`src/rtl/sa3_pkg.sv`:
```
// Shared types, sizes and operand-slot mapping for the 3x3 systolic tile controller.
package sa3_pkg;

  localparam int unsigned N_W    = 9;
  localparam int unsigned N_A    = 16;
  localparam int unsigned N_C    = 4;
  localparam int unsigned N_LOAD = 25;
  localparam int unsigned BYTE_W = 8;
  localparam int unsigned CNT_W  = 5;

  typedef enum logic [2:0] {
    IDLE,
    LOAD,
    LAST,
    RUN,
    STORE,
    FIN
  } state_t;

  // Slots 0..8 are b11..b33, slots 9..24 are a11..a44; both row-major, LSB first.
  function automatic int unsigned b_off(input int unsigned slot);
    return BYTE_W * slot;
  endfunction

  function automatic int unsigned a_off(input int unsigned slot);
    return BYTE_W * (slot - N_W);
  endfunction

endpackage

```
`src/rtl/sa3_operand_bank.sv`:
```
// 25-byte operand store feeding the array's parallel filter (sa_b) and activation (sa_a) buses.
module sa3_operand_bank
  import sa3_pkg::*;
(
  input  logic                  clk,
  input  logic                  rst,
  input  logic                  we,
  input  logic [CNT_W-1:0]      idx,
  input  logic [BYTE_W-1:0]     data,
  output logic [BYTE_W*N_A-1:0] sa_a,
  output logic [BYTE_W*N_W-1:0] sa_b
);

  logic [BYTE_W-1:0] slot [N_LOAD];

  always_ff @(posedge clk or negedge rst) begin
    if (!rst) begin
      for (int unsigned i = 0; i < N_LOAD; i++) slot[i] <= '0;
    end else begin
      for (int unsigned i = 0; i < N_LOAD; i++) begin
        if (we && (idx == CNT_W'(i))) slot[i] <= data;
      end
    end
  end

  always_comb begin
    sa_b = '0;
    sa_a = '0;
    for (int unsigned i = 0; i < N_W; i++) sa_b[b_off(i) +: BYTE_W] = slot[i];
    for (int unsigned i = N_W; i < N_LOAD; i++) sa_a[a_off(i) +: BYTE_W] = slot[i];
  end

endmodule

```
`src/rtl/sa3_tile_controller.sv`:
```
// Fetches one filter and one activation tile, runs the 3x3 array, and writes the 2x2 results back.
module sa3_tile_controller
  import sa3_pkg::*;
#(
  parameter int unsigned ADDR_W = 8
) (
  input  logic                  clk,
  input  logic                  rst,
  input  logic                  start,
  input  logic [ADDR_W-1:0]     act_base,
  input  logic [ADDR_W-1:0]     wgt_base,
  input  logic [ADDR_W-1:0]     out_base,
  output logic                  busy,
  output logic                  done,
  output logic                  mem_rd_en,
  output logic [ADDR_W-1:0]     mem_rd_addr,
  input  logic [BYTE_W-1:0]     mem_rd_data,
  output logic                  mem_wr_en,
  output logic [ADDR_W-1:0]     mem_wr_addr,
  output logic [BYTE_W-1:0]     mem_wr_data,
  output logic                  sa_active,
  output logic [BYTE_W*N_A-1:0] sa_a,
  output logic [BYTE_W*N_W-1:0] sa_b,
  input  logic                  sa_done,
  input  logic [BYTE_W*N_C-1:0] sa_c
);

  state_t            state, state_d;
  logic [CNT_W-1:0]  cnt, cnt_d;
  logic [ADDR_W-1:0] act_q, wgt_q, out_q;
  logic [ADDR_W-1:0] act_d, wgt_d, out_d;
  logic [ADDR_W-1:0] rd_addr_d, wr_addr_d;
  logic [BYTE_W-1:0] wr_data_d;
  logic [BYTE_W-1:0] res [N_C];
  logic              res_we;
  logic              rd_pend;
  logic [CNT_W-1:0]  rd_idx;

  always_ff @(posedge clk or negedge rst) begin
    if (!rst) state <= IDLE;
    else      state <= state_d;
  end

  // Next state plus the next value of every registered output.
  always_comb begin
    state_d   = state;
    cnt_d     = cnt;
    act_d     = act_q;
    wgt_d     = wgt_q;
    out_d     = out_q;
    rd_addr_d = mem_rd_addr;
    wr_addr_d = mem_wr_addr;
    wr_data_d = mem_wr_data;
    res_we    = 1'b0;
    unique case (state)
      IDLE: begin
        if (start) begin
          state_d   = LOAD;
          cnt_d     = '0;
          act_d     = act_base;
          wgt_d     = wgt_base;
          out_d     = out_base;
          rd_addr_d = wgt_base;
        end
      end
      LOAD: begin
        if (cnt == CNT_W'(N_LOAD - 1)) begin
          state_d = LAST;
        end else begin
          cnt_d = cnt + CNT_W'(1);
          if (cnt_d < CNT_W'(N_W)) rd_addr_d = wgt_q + ADDR_W'(cnt_d);
          else                     rd_addr_d = act_q + ADDR_W'(cnt_d - CNT_W'(N_W));
        end
      end
      LAST: state_d = RUN;
      RUN: begin
        if (sa_done) begin
          state_d   = STORE;
          cnt_d     = '0;
          res_we    = 1'b1;
          wr_addr_d = out_q;
          wr_data_d = sa_c[BYTE_W-1:0];
        end
      end
      STORE: begin
        if (cnt == CNT_W'(N_C - 1)) begin
          state_d = FIN;
        end else begin
          cnt_d     = cnt + CNT_W'(1);
          wr_addr_d = out_q + ADDR_W'(cnt_d);
          wr_data_d = res[cnt_d[1:0]];
        end
      end
      FIN:     state_d = IDLE;
      default: state_d = IDLE;
    endcase
  end

  // Registered outputs follow the state being entered, so strobes line up with that state's cycles.
  always_ff @(posedge clk or negedge rst) begin
    if (!rst) begin
      cnt         <= '0;
      act_q       <= '0;
      wgt_q       <= '0;
      out_q       <= '0;
      busy        <= 1'b0;
      done        <= 1'b0;
      mem_rd_en   <= 1'b0;
      mem_rd_addr <= '0;
      mem_wr_en   <= 1'b0;
      mem_wr_addr <= '0;
      mem_wr_data <= '0;
      sa_active   <= 1'b0;
      rd_pend     <= 1'b0;
      rd_idx      <= '0;
      for (int unsigned i = 0; i < N_C; i++) res[i] <= '0;
    end else begin
      cnt         <= cnt_d;
      act_q       <= act_d;
      wgt_q       <= wgt_d;
      out_q       <= out_d;
      busy        <= (state_d != IDLE);
      done        <= (state_d == FIN);
      mem_rd_en   <= (state_d == LOAD);
      mem_rd_addr <= rd_addr_d;
      mem_wr_en   <= (state_d == STORE);
      mem_wr_addr <= wr_addr_d;
      mem_wr_data <= wr_data_d;
      sa_active   <= (state_d == RUN);
      rd_pend     <= mem_rd_en;
      rd_idx      <= cnt;
      if (res_we) begin
        for (int unsigned i = 0; i < N_C; i++) res[i] <= sa_c[BYTE_W*i +: BYTE_W];
      end
    end
  end

  sa3_operand_bank u_bank (
    .clk  (clk),
    .rst  (rst),
    .we   (rd_pend),
    .idx  (rd_idx),
    .data (mem_rd_data),
    .sa_a (sa_a),
    .sa_b (sa_b)
  );

endmodule

```
`config.mk`:
```
export PLATFORM = sky130hd
export DESIGN_NAME = sa3_tile_controller
export DESIGN_NICKNAME = d
export VERILOG_FILES = /design/src/rtl/sa3_pkg.sv /design/src/rtl/sa3_operand_bank.sv /design/src/rtl/sa3_tile_controller.sv
export SDC_FILE = /design/constraint.sdc
export NUM_CORES = 1
export LEC_CHECK = 0
export ABC_AREA = 0
export BUFFER_PORTS_ARGS = -buffer_cell sky130_fd_sc_hd__buf_2
export CORE_MARGIN = 2
export CORE_UTILIZATION = 49
export CTS_CLUSTER_DIAMETER = 40
export DETAILED_ROUTE_END_ITERATION = 10
export GPL_TIMING_DRIVEN = 0
export PLACE_DENSITY_LB_ADDON = 0.1
export SYNTH_ARGS = -nofsm -noshare
export SYNTH_HDL_FRONTEND = slang
export SYNTH_SLANG_ARGS = --single-unit
```
`constraint.sdc`:
```
create_clock -name clk -period 3.4 [get_ports clk]
set_clock_uncertainty 0.1 [all_clocks]
set_input_delay 1.02 -clock clk [delete_from_list [all_inputs] [get_ports clk]]
set_output_delay 1.02 -clock clk [all_outputs]
set_load 0.02 [all_outputs]
```
# Word level (Yosys, flattened, before mapping)
# Cells that the tools add are included.
# totals
regBits	299
inputBits	68
out_inout_bits	229
wordCells	150
# classes
add_sub_neg	5
n_lt_le_gt_ge	2
n_eq_ne	38
n_mux	25
bitwise	1
reduce_logical	35
# ops
op	n
$mux W8	9
$eq A5 B5 Y1 const B	10
$pmux W8 S2	3
$eq A5 B4 Y1 const B	8
$logic_and A1 B1 Y1	25
$eq A5 B3 Y1 const B	4
$mux W5	4
$pmux W5 S4	1
$add A8 B5 Y8	2
$bmux W8 S2	1
$eq A5 B2 Y1 const B	3
$pmux W3 S5	1
$mux W3	4
$eq A3 B2 Y1 const B	3
$eq A3 B3 Y1 const B	3
$add A8 B8 Y8	1
$ne A2 B2 Y1 const B	4
$eq A3 B1 Y1 const B	2
$reduce_and A3 Y1	2
$sub A5 B4 Y6 const B	1
$add A5 B1 Y5 const B	1
$eq A5 B1 Y1 const B	1
$logic_not A5 Y1	1
$lt A5 B4 Y1 const B	1
other kinds (9)	11

# Logic depth before layout (Yosys ltp)
# Gate-level depths: netlist (run 1).
# depth
ltp_word	7
ltp_mapped	14
ltp_nobuf	12

# Hierarchy
# A second synthesis (run 1) with hierarchy kept.
# hier_totals
hier_cells	944
area_unflattened_um2	12751.0
# modules_own_cells
mod	instances	cells_each	area_per_inst_um2	seq_area_each_um2
sa3_operand_bank	1	464	7618.6	5004.8
sa3_tile_controller	1	480	5132.4	2477.4

# Least setup slack after synthesis (run 1)
# OpenSTA, ideal clock, no wires.
# synth_path
kind	register -> register
start	register cnt[0]
end	register mem_rd_addr[5]
setup_time_ns	0.087
t_arrival_ns	3.127
required_ns	3.213
slack_ns	0.087
stages_incl_launch_ff	14
path_buffers	3
period_less_slack_ns	3.313
cell_sequence	dfrtp_1 -> buf_2 -> buf_2 -> inv_1 -> ha_1 -> clkbuf_1 -> xor2_1 -> ha_1 -> a211oi_1 -> o21bai_1 -> a21oi_1 -> xnor2_1 -> mux2i_1 -> o211ai_1
# synth_via
elab_chain_cells	6
word_cells_on_any_way	11
classes_between	add/sub: 4; order compare: 1; eq/ne: 2; mux: 3; reduce/logical: 1
# synth_lines
element	line	text
start, declared	sa3_tile_controller.sv:29	logic [CNT_W-1:0] cnt, cnt_d;
start signal, assigned	sa3_tile_controller.sv:118	cnt <= cnt_d;
$add A5 B1 Y5	sa3_tile_controller.sv:70	cnt_d = cnt + CNT_W'(1);
$sub A5 B4 Y6	sa3_tile_controller.sv:72	else rd_addr_d = act_q + ADDR_W'(cnt_d - CNT_W'(N_W));
$add A8 B8 Y8	sa3_tile_controller.sv:72	
$mux W8	sa3_tile_controller.sv:71	if (cnt_d < CNT_W'(N_W)) rd_addr_d = wgt_q + ADDR_W'(cnt_d);
$mux W8	sa3_tile_controller.sv:67	if (cnt == CNT_W'(N_LOAD - 1)) begin
$pmux W8 S2	sa3_tile_controller.sv:55	unique case (state)
end signal, assigned	sa3_tile_controller.sv:125	mem_rd_addr <= rd_addr_d;
end, declared	sa3_tile_controller.sv:16	output logic [ADDR_W-1:0] mem_rd_addr,
# Parallel ways exist; a longest one is shown, timed or not. The select of a mux whose other input is x is not followed.
# A chain may end at the register's enable or synchronous reset.

# Final worst setup path (run 1)
# layout_path
start	register cnt[0]
end	register mem_rd_addr[4]
# Same word-level chain as after synthesis.

==> flow_metrics.env, run 1 <==
export IMPL_status="finished clean"
export IMPL_firstDrtPassIters=4
export IMPL_netlist_area_mm2=0.0126
export IMPL_drv_cap=0
export IMPL_fp_dieArea_mm2=0.0271
export IMPL_critPathLaunch="cnt[0]"
export IMPL_synthFlopType="dfrtp_1"
export IMPL_vdd_drop_max_mv=0.632
export IMPL_arrival_ns=3.54
export IMPL_fmax_mhz=314
export IMPL_htree_levels=2
export IMPL_clockBufferDepth=3
export IMPL_wl_mm=32.4
export IMPL_gr_total_overflow=0
export IMPL_ys_seq_area_share_pct=59.2
export IMPL_fin_setup_tns_ns=0
export IMPL_ys_seq_elements=299
export IMPL_cts_root_buf="clkbuf_16"
export IMPL_clk_latency_ns=0.53
export IMPL_worstMarginPinSlew_ns=1.00
export IMPL_drtAntennaViolNets=0
export IMPL_fin_ws_ns=0.212
export IMPL_endpoint_kind="flop"
export IMPL_timing_critical_path_to="mem_rd_addr[4]"
export IMPL_ys_warnings_count=0
export IMPL_cts_tree="yes"
export IMPL_reg2reg_depth=13
export IMPL_synth_nets=1041
export IMPL_clk_pin_slew_ns=0.05
export IMPL_grtUsageTotal_pct=24.1
export IMPL_pre_cts_slack_ns=-0.900
export IMPL_antenna_found_initial=1
export IMPL_coreArea_mm2=0.0253
export IMPL_avgSynthCellArea_um2=13.3
export IMPL_min_path_type="flop to flop"
export IMPL_row_count=58
export IMPL_synth_edff_count=0
export IMPL_io_buffers=296
export IMPL_hold_viol=0
export IMPL_hpwl_mm=23.0
export IMPL_fin_nets=1385
export IMPL_startpoint_type="flop"
export IMPL_grt_max_degree=103
export IMPL_area_delta_synth_final_pct=27.9
export IMPL_wl_per_cell_um=19.6
export IMPL_cp_required_ns=3.75
export IMPL_synth_cell_types=54
export IMPL_initial_core_util_pct=50.1
export IMPL_leakage_nw=7.93
export IMPL_gp_congestion=0.863
export IMPL_async_reset_ff_share_pct=100
export IMPL_post_route_period_util_pct=93.8
export IMPL_fill_cells=2030
export IMPL_final_layout_size_suffix_gt1_share_pct=49.7
export IMPL_timing_final_crit_period_ns=3.19
export IMPL_reg2reg_slack_ns=0.21
export IMPL_dieHeight_um=165
export IMPL_die_w_um=165
export IMPL_maxSlewViolCount=0
export IMPL_maxSlewHeadroom_pct=32.8
export IMPL_grt_pass1_wl_mm=49.8
export IMPL_cts_buffers=42
export IMPL_setup_viol=0
export IMPL_cellPowerDensity_mw_per_mm2=1140
export IMPL_fin_util_pct=64.1
export IMPL_clock_sinks=299
export IMPL_vias=8698
export IMPL_worstPathMaxFanout=10
export IMPL_io_pins=297
export IMPL_postCtsHoldBufs=0
export IMPL_finalPower_mw=18.4
export IMPL_r2r_end="mem_rd_addr[4]"
export IMPL_drcViolationCount=0
export IMPL_syn_inst=950
export IMPL_initialDrtViolationCount=437
export IMPL_path_class="flop to flop"
export IMPL_grt_pass1_vias=8610
export IMPL_via_per_inst=5.25
export IMPL_worstReg2RegStart="cnt[0]"
area by class of cell:
cell class | count | area (um2) | area share [%]
diodes | 1 | 2.50 | 0.0155
plain buffers | 46 | 230 | 1.42
clock buffers | 51 | 1160 | 7.15
clock inverters | 26 | 287 | 1.77
inverters | 16 | 60.1 | 0.371
multi-input cells | 589 | 4960 | 30.7
flip-flops and latches | 299 | 7480 | 46.3
well taps | 330 | 413 | 2.55
repair buffers | 300 | 1580 | 9.78
where the power goes:
part	total, mW	internal, mW	switching [mW]
clock	4.42	2.81	1.61
combinational	7.90	3.40	4.50
sequential	6.04	5.17	0.871
total	18.4	11.4	6.99
critical path, cell delays in order (launching register included):
cell and delay, ns:
dfrtp_2 0.45, buf_6 0.17, buf_8 0.16, inv_1 0.21, ha_4 0.27, buf_6 0.16
xor2_2 0.20, fa_1 0.45, a211oi_2 0.23, nor2_1 0.09, xnor2_1 0.14, mux2i_1 0.20
mux2i_1 0.10, o21ai_0 0.17
synth_stat cells, types with 2 or more instances:
library cell  number  share of area, %
nor2b_1            7              0.35
mux2_4             8              0.95
nand2b_1           9              0.45
o21a_1             2              0.12
nand2_1          118               3.5
a21oi_1           21              0.83
fa_1               3              0.47
mux2i_1            8              0.63
nor3_1             7              0.28
xor2_1             5              0.35
and3_1             3              0.15
nor2_1            44               1.3
nor3_2             2              0.16
o211ai_1           8              0.47
nand4_1            2             0.099
a31oi_1           11              0.54
buf_2             18              0.71
nor2_2             4              0.20
xnor2_1           15               1.0
or3_1              3              0.15
o21ai_0           16              0.63
ha_1              20               2.0
inv_1             16              0.47
a211oi_1           5              0.30
mux4_2             8               1.4
nand3_1            7              0.28
dfrtp_1          299                59
o21bai_1           3              0.18
nand3b_1           3              0.18
mux2_2           226                20
clkbuf_1          26              0.77
routing by layer:
| metal | track usage, % | vias up | share of wire (%) |
|---|---|---|---|
| li1 | - | 4008 | - |
| met1 | 30.8 | 4369 | 41 |
| met2 | 41.3 | 263 | 50 |
| met3 | 5.15 | 58 | 6.7 |
| met4 | 7.51 | 0 | 2.7 |
| met5 | 0 | - | 0 |
layout by cell type, fill, tap and decap left out, drive strengths merged, types with 5 or more instances in the layout:
cell type	Yosys	routed
nor3	9	9
ha	20	20
o211ai	8	8
nor2	48	48
xnor2	15	15
nand2b	9	9
a211oi	5	5
xor2	5	5
mux2	234	234
clkbuf	26	76
a31oi	11	11
buf	20	321
o21ai	17	17
nor2b	7	7
nand3	7	7
inv	16	19
bufinv	0	5
clkinv	0	16
a21oi	21	21
dfrtp	299	299
mux4	8	8
nand2	118	118
mux2i	8	8
stage by stage:
stage	hold WS, ns	std cells	instance area, um2
global route	0.297	1657	16200
detailed placement	0.262	1579	14600
floorplan	0.249	950	12600
finish	0.275	1658	16200
CTS	0.274	1656	16100
global placement	0.259	1576	14500
registers in the layout, indices dropped and copies added, names as in the netlist:
name,count
state,3
mem_wr_data,8
busy,1
act_q,8
u_bank.sa_a,128
sa_active,1
mem_wr_addr,8
res,32
mem_rd_en,1
rd_idx,5
cnt,5
done,1
rd_pend,1
wgt_q,8
out_q,8
mem_wr_en,1
mem_rd_addr,8
u_bank.sa_b,72
what timing repair did:
| action | 4_1_cts | 5_1_grt |
|---|---|---|
| resized for setup | 11 | 9 |
| pin swaps | 0 | 3 |
| gates cloned | 0 | 0 |
| endpoints found under the setup margin | 8 | 5 |
| buffers inserted | 0 | 1 |
worst min-delay path by stage:
stage | start | cells past startpoint | to
floorplan | cnt[2] | 0 | rd_idx[2]
global placement | cnt[2] | 0 | rd_idx[2]
detailed placement | mem_rd_en | 0 | rd_pend
CTS | mem_rd_en | 0 | rd_pend
global route | mem_rd_en | 0 | rd_pend
finish | mem_rd_en | 0 | rd_pend
logic make-up after synthesis:
logic type | synth area share [%]
buf+inv | 2.11
xor+xnor | 1.38
simple gates | 8.00
fa+ha+maj | 2.45
flops | 59.2
compound gates | 3.77
mux | 23.1
(Power assumes the default switching activity.)
==> inputs of run 2 (changes only) <==
--- a/config.mk
+++ b/config.mk
@@ -12,6 +12,7 @@
 export CTS_CLUSTER_DIAMETER = 40
 export DETAILED_ROUTE_END_ITERATION = 10
 export GPL_TIMING_DRIVEN = 0
+export MAX_ROUTING_LAYER = met4
 export PLACE_DENSITY_LB_ADDON = 0.1
 export SYNTH_ARGS = -nofsm -noshare
 export SYNTH_HDL_FRONTEND = slang
==> run 2 against run 1 <==
  * Clock-buffer cell count is the same
  * Sequential cell count stayed put
  * Hold slack got worse by 0.0016 ns
  * Register-to-register slack about the same
  * Via count about the same
  * Utilization unchanged
  * Cell count unchanged
  * Non-clock buffer count did not move
  * Global-route usage up 0.70 points
  * Setup slack improved by 0.0041 ns
  * Largest power group unchanged
  * Wire length is essentially flat
  * First-iteration DRC count down 14%
  * Highest routed layer unchanged
==> flow_metrics.env, run 2 (synthesis gave the netlist of run 1 again) <==
export IMPL_final_cells=1658
export IMPL_grt_pass1_vias=8630
export IMPL_fin_setup_tns_ns=0
export IMPL_layout_commonest_cell="buf_2"
export IMPL_critPathMaxStageDelay_ns=0.45
export IMPL_fin_nets=1385
export IMPL_cts_buffers=42
export IMPL_endpoint_kind="flop"
export IMPL_drtAntennaViolNets=0
export IMPL_hpwl_mm=23.0
export IMPL_arrival_ns=3.53
export IMPL_fmax_mhz=314
export IMPL_fp_dieArea_mm2=0.0271
export IMPL_drv_cap=0
export IMPL_reg2reg_depth=13
export IMPL_fin_area_mm2=0.0162
export IMPL_final_layout_size_suffix_gt1_share_pct=49.7
export IMPL_setup_viol=0
export IMPL_finalPower_mw=18.4
export IMPL_postCtsHoldBufs=0
export IMPL_cts_root_buf="clkbuf_16"
export IMPL_worstPathMaxFanout=10
export IMPL_dieHeight_um=165
export IMPL_via_per_inst=5.25
export IMPL_clock_sinks=299
export IMPL_startpoint_type="flop"
export IMPL_grt_pass1_wl_mm=49.8
export IMPL_clockBufferDepth=3
export IMPL_fin_ws_ns=0.216
export IMPL_wl_per_cell_um=19.6
export IMPL_maxSlewHeadroom_pct=32.9
export IMPL_firstDrtPassIters=4
export IMPL_pre_cts_slack_ns=-0.900
export IMPL_timing_final_crit_period_ns=3.18
export IMPL_worst_path_buf_inv=4
export IMPL_fin_util_pct=64.1
export IMPL_area_delta_synth_final_pct=27.9
export IMPL_leakage_nw=7.93
export IMPL_hold_viol=0
export IMPL_die_w_um=165
export IMPL_fill_cells=2030
export IMPL_row_count=58
export IMPL_crit_slowest_cell="dfrtp_2"
export IMPL_placed_cells=1579
export IMPL_vias=8706
export IMPL_multiInputGateArea_mm2=0.00496
export IMPL_drcViolationCount=0
export IMPL_io_buffers=296
export IMPL_cp_depth=13
export IMPL_clk_pin_slew_ns=0.05
export IMPL_htree_levels=2
export IMPL_regArea_mm2=0.00748
export IMPL_status="finished clean"
export IMPL_coreArea_mm2=0.0253
export IMPL_gr_total_overflow=0
export IMPL_maxSlewViolCount=0
export IMPL_vdd_drop_max_mv=0.631
export IMPL_io_pins=297
export IMPL_final_cell_mix="311 x buf_2, 298 x dfrtp_1, 226 x mux2_2, 118 x nand2_1, 44 x nor2_1"
export IMPL_worstMarginPinSlew_ns=0.998
export IMPL_antenna_found_initial=1
export IMPL_cellPowerDensity_mw_per_mm2=1140
export IMPL_grtUsageTotal_pct=24.8
export IMPL_cts_tree="yes"
export IMPL_initialDrtViolationCount=377
export IMPL_postPlaceCellArea_mm2=0.0146
export IMPL_wl_mm=32.4
export IMPL_min_path_type="flop to flop"
export IMPL_crit_chain="buf_6 > buf_8 > inv_1 > ha_4 > buf_6 > xor2_2 > fa_1 > a211oi_2 > nor2_1 > xnor2_1 > mux2i_1 > mux2i_1 > o21ai_0"
export IMPL_initial_core_util_pct=50.1
export IMPL_path_class="flop to flop"
export IMPL_critical_path_top_delay_family="adder cells"
export IMPL_hold_path_depth=0
export IMPL_cp_required_ns=3.75
export IMPL_clk_latency_ns=0.53
export IMPL_gp_congestion=0.877
export IMPL_grt_max_degree=103
export IMPL_fin_hold_ws_ns=0.273
export IMPL_largest_register_ffs=128
export IMPL_post_route_period_util_pct=93.6
run 2: cell counts in the layout (fill, tap and decap cells not counted):
Identical to the previous run, type by type.
run 2: worst paths after layout:
kind | end | start | slack [ns]
max | mem_rd_addr[4] | cnt[0] | 0.22
min | rd_pend | mem_rd_en | 0.27
max reg2reg | mem_rd_addr[4] | cnt[0] | 0.22
min reg2reg | rd_pend | mem_rd_en | 0.27
max in group asynchronous | cnt[0] | rst | 1.79
min in group asynchronous | u_bank.sa_a[70] | rst | 0.30
run 2: metal layers:
metal / wire (um) / track usage (%)
met1: 13400 / 30.6
met2: 16100 / 41.6
met3: 2130 / 5.00
met4: 841 / 7.51
met5: 0 / -
run 2: final cells by class:
class                      count  area share (%)
clock buffer                  51            7.15
clock inverter                26            1.77
inverter                      16           0.371
antenna                        1          0.0155
multi-input combinational    589            30.7
timing repair buffer         300            9.78
sequential                   299            46.3
buffer                        46            1.42
tap                          330            2.55
run 2: where the power goes:
group / leakage, nW / internal (mW) / switching (mW) / total (mW)
Combinational: 3.54 / 3.40 / 4.50 / 7.90
Sequential: 3.67 / 5.17 / 0.870 / 6.04
Clock: 0.717 / 2.81 / 1.62 / 4.43
Total: 7.93 / 11.4 / 6.99 / 18.4
run 2: what timing repair did:
| action | CTS | global route |
|---|---|---|
| buffers inserted | 0 | 1 |
| pin swaps | 0 | 3 |
| gates cloned | 0 | 0 |
| endpoints found under the setup margin | 8 | 5 |
| resized for setup | 11 | 9 |
==> inputs of run 3 (changes only) <==
--- a/config.mk
+++ b/config.mk
@@ -9,11 +9,12 @@
 export BUFFER_PORTS_ARGS = -buffer_cell sky130_fd_sc_hd__buf_2
 export CORE_MARGIN = 2
 export CORE_UTILIZATION = 49
-export CTS_CLUSTER_DIAMETER = 40
 export DETAILED_ROUTE_END_ITERATION = 10
 export GPL_TIMING_DRIVEN = 0
+export HOLD_SLACK_MARGIN = 0.02
 export MAX_ROUTING_LAYER = met4
 export PLACE_DENSITY_LB_ADDON = 0.1
+export RECOVER_POWER = 100
 export SYNTH_ARGS = -nofsm -noshare
 export SYNTH_HDL_FRONTEND = slang
 export SYNTH_SLANG_ARGS = --single-unit
==> run 3 against run 2 <==
  * Global-route usage decreased by 0.20 points
  * Sequential cell count unchanged
  * Clock-buffer cell count decreased by 6
  * Setup slack improved by 0.0016 ns
  * Sequential power about the same
  * The flow now finishes with violations (capacitance limit, slew limit)
  * Largest cell class unchanged
  * Total power decreased by 6.0%
  * Critical path depth unchanged
==> flow_metrics.env, run 3 (synthesis gave the netlist of run 1 again) <==
export IMPL_status="finished with violations"
export IMPL_violations="capacitance limit, slew limit"
export IMPL_timing_final_crit_period_ns=3.18
export IMPL_wl_per_cell_um=19.7
export IMPL_htree_levels=2
export IMPL_fmax_mhz=314
export IMPL_min_path_type="flop to flop"
export IMPL_worstReg2RegStart="cnt[0]"
export IMPL_hold_start="mem_rd_en"
export IMPL_power_switching_mw=6.82
export IMPL_clock_sinks=299
export IMPL_fin_util_pct=61.2
export IMPL_rsz0062_at_grt="no"
export IMPL_grt_pass1_wl_mm=49.6
export IMPL_hold_viol=0
export IMPL_initial_core_util_pct=50.1
export IMPL_post_route_period_util_pct=93.6
export IMPL_reg2reg_depth=13
export IMPL_leakage_nw=6.97
export IMPL_via_per_inst=5.24
export IMPL_arrival_ns=3.50
export IMPL_final_cell_mix="298 x dfrtp_1, 271 x clkbuf_1, 226 x mux2_2, 118 x nand2_1, 70 x buf_2"
export IMPL_io_pins=297
export IMPL_cp_required_ns=3.72
export IMPL_startpoint_type="flop"
export IMPL_r2r_end="mem_rd_addr[4]"
export IMPL_min_to="rd_pend"
export IMPL_layout_commonest_cell="dfrtp_1"
export IMPL_row_count=58
export IMPL_cts_root_buf="clkbuf_16"
export IMPL_swShare_pct=39.5
export IMPL_fill_cells=2202
export IMPL_pwr_share_clk_pct=21.7
export IMPL_hold_path_depth=0
export IMPL_worstMarginPinSlew_ns=1.67
export IMPL_power_frac_comb_pct=43.1
export IMPL_worstPathMaxFanout=10
export IMPL_grtUsageTotal_pct=24.6
export IMPL_wl_mm=32.4
export IMPL_clockBufferDepth=3
export IMPL_drtAntennaViolNets=0
export IMPL_area_delta_synth_final_pct=22.3
export IMPL_maxSlewViolCount=87
export IMPL_cts_tree="yes"
export IMPL_fp_dieArea_mm2=0.0271
export IMPL_vdd_drop_max_mv=0.601
export IMPL_io_buffers=296
export IMPL_fin_setup_tns_ns=0
export IMPL_setup_viol=0
export IMPL_endpoint_kind="flop"
export IMPL_gp_congestion=0.877
export IMPL_largest_register_ffs=128
export IMPL_clk_latency_ns=0.50
export IMPL_drcViolationCount=0
export IMPL_maxSlewHeadroom_pct=-12.1
export IMPL_hpwl_mm=23.0
export IMPL_firstDrtPassIters=4
export IMPL_die_w_um=165
export IMPL_gr_total_overflow=0
export IMPL_path_class="flop to flop"
export IMPL_clk_pin_slew_ns=0.06
export IMPL_antenna_found_initial=1
export IMPL_cellPowerDensity_mw_per_mm2=1120
export IMPL_grt_pass1_vias=8634
export IMPL_grt_max_degree=103
export IMPL_initialDrtViolationCount=406
export IMPL_coreArea_mm2=0.0253
export IMPL_vias=8590
export IMPL_fin_nets=1377
export IMPL_cts_buffers=34
export IMPL_drv_cap=4
export IMPL_seqPwrFrac_pct=35.2
export IMPL_intPower_mw=10.4
export IMPL_final_layout_size_suffix_gt1_share_pct=28.9
export IMPL_reg2reg_slack_ns=0.22
export IMPL_dieHeight_um=165
-- run 3: cell types whose count changed in the layout (fill, tap and decap cells not counted), sizes merged --
cell,delta
buf,-243
bufinv,-1
clkbuf,+237
clkinv,-11
clkinvlp,+1
inv,-2
-- run 3: what timing repair did --
| item | CTS | global route |
|---|---|---|
| buffers inserted | 0 | 1 |
| pin swaps | 0 | 3 |
| endpoints found under the setup margin | 8 | 5 |
| hold endpoints to repair | 0 | 0 |
| gates resized for setup | 11 | 8 |
| hold buffers | 0 | 0 |
-- run 3: power groups by stage --
stage                     combinational (mW)  clock [mW]  sequential [mW]
final                                   7.44        3.75             6.07
after floorplan                         3.81           0             7.46
after global placement                  7.60           0             6.02
after detailed placement                7.72           0             6.08
after global routing                    8.12        3.97             6.27
after CTS                               7.86        3.82             6.03
-- run 3: metal layers --
metal	share of wire, %	global-route usage, %
met1	42	31.1
met2	50	40.9
met3	6.1	4.60
met4	2.2	7.08
met5	0	-
-- run 3: worst max path at each step --
| stage | startpoint | end | slack, ns | cells past startpoint |
|---|---|---|---|---|
| 6_report | cnt[0] | mem_rd_addr[4] | 0.22 | 13 |
| 5_1_grt | cnt[0] | mem_rd_addr[7] | 0.002 | 14 |
| 4_1_cts | cnt[0] | mem_rd_addr[4] | 0.01 | 13 |
| 3_5_place_dp | cnt[0] | mem_rd_addr[3] | -0.90 | 13 |
| 3_3_place_gp | rst | wgt_q[7] | -4.50 | 1 |
| 2_1_floorplan | cnt[0] | mem_rd_addr[5] | 0.09 | 13 |
-- run 3: cell type report --
type / instances / area, um2 / share of cell area, %
flip-flops and latches: 299 / 7480 / 48.4
multi-input cells: 589 / 4870 / 31.5
repair buffers: 300 / 1270 / 8.20
clock buffers: 45 / 973 / 6.30
well taps: 330 / 413 / 2.67
plain buffers: 46 / 208 / 1.34
clock inverters: 13 / 184 / 1.19
inverters: 16 / 60.1 / 0.388
diodes: 1 / 2.50 / 0.0162
-- run 3: metrics by stage --
step | power [mW] | cell area (um2) | hold slack, ns | cells | setup slack [ns]
2_1_floorplan | 11.3 | 12600 | 0.249 | 950 | 0.0866
3_3_place_gp | 13.6 | 14500 | 0.259 | 1576 | -4.50
3_5_place_dp | 13.8 | 14600 | 0.262 | 1579 | -0.900
4_1_cts | 17.7 | 15800 | 0.276 | 1637 | 0.0116
5_1_grt | 18.4 | 15500 | 0.300 | 1639 | 0.00229
6_report | 17.3 | 15500 | 0.279 | 1639 | 0.218
-- run 3: critical path, cell delays in order (launching register included) --
cell      delay [ns]
dfrtp_2         0.45
buf_6           0.17
buf_8           0.16
inv_1           0.21
ha_4            0.26
buf_6           0.16
xor2_2          0.20
fa_1            0.45
a211oi_2        0.23
nor2_1          0.09
xnor2_1         0.14
mux2i_1         0.21
mux2i_1         0.10
o21ai_0         0.16
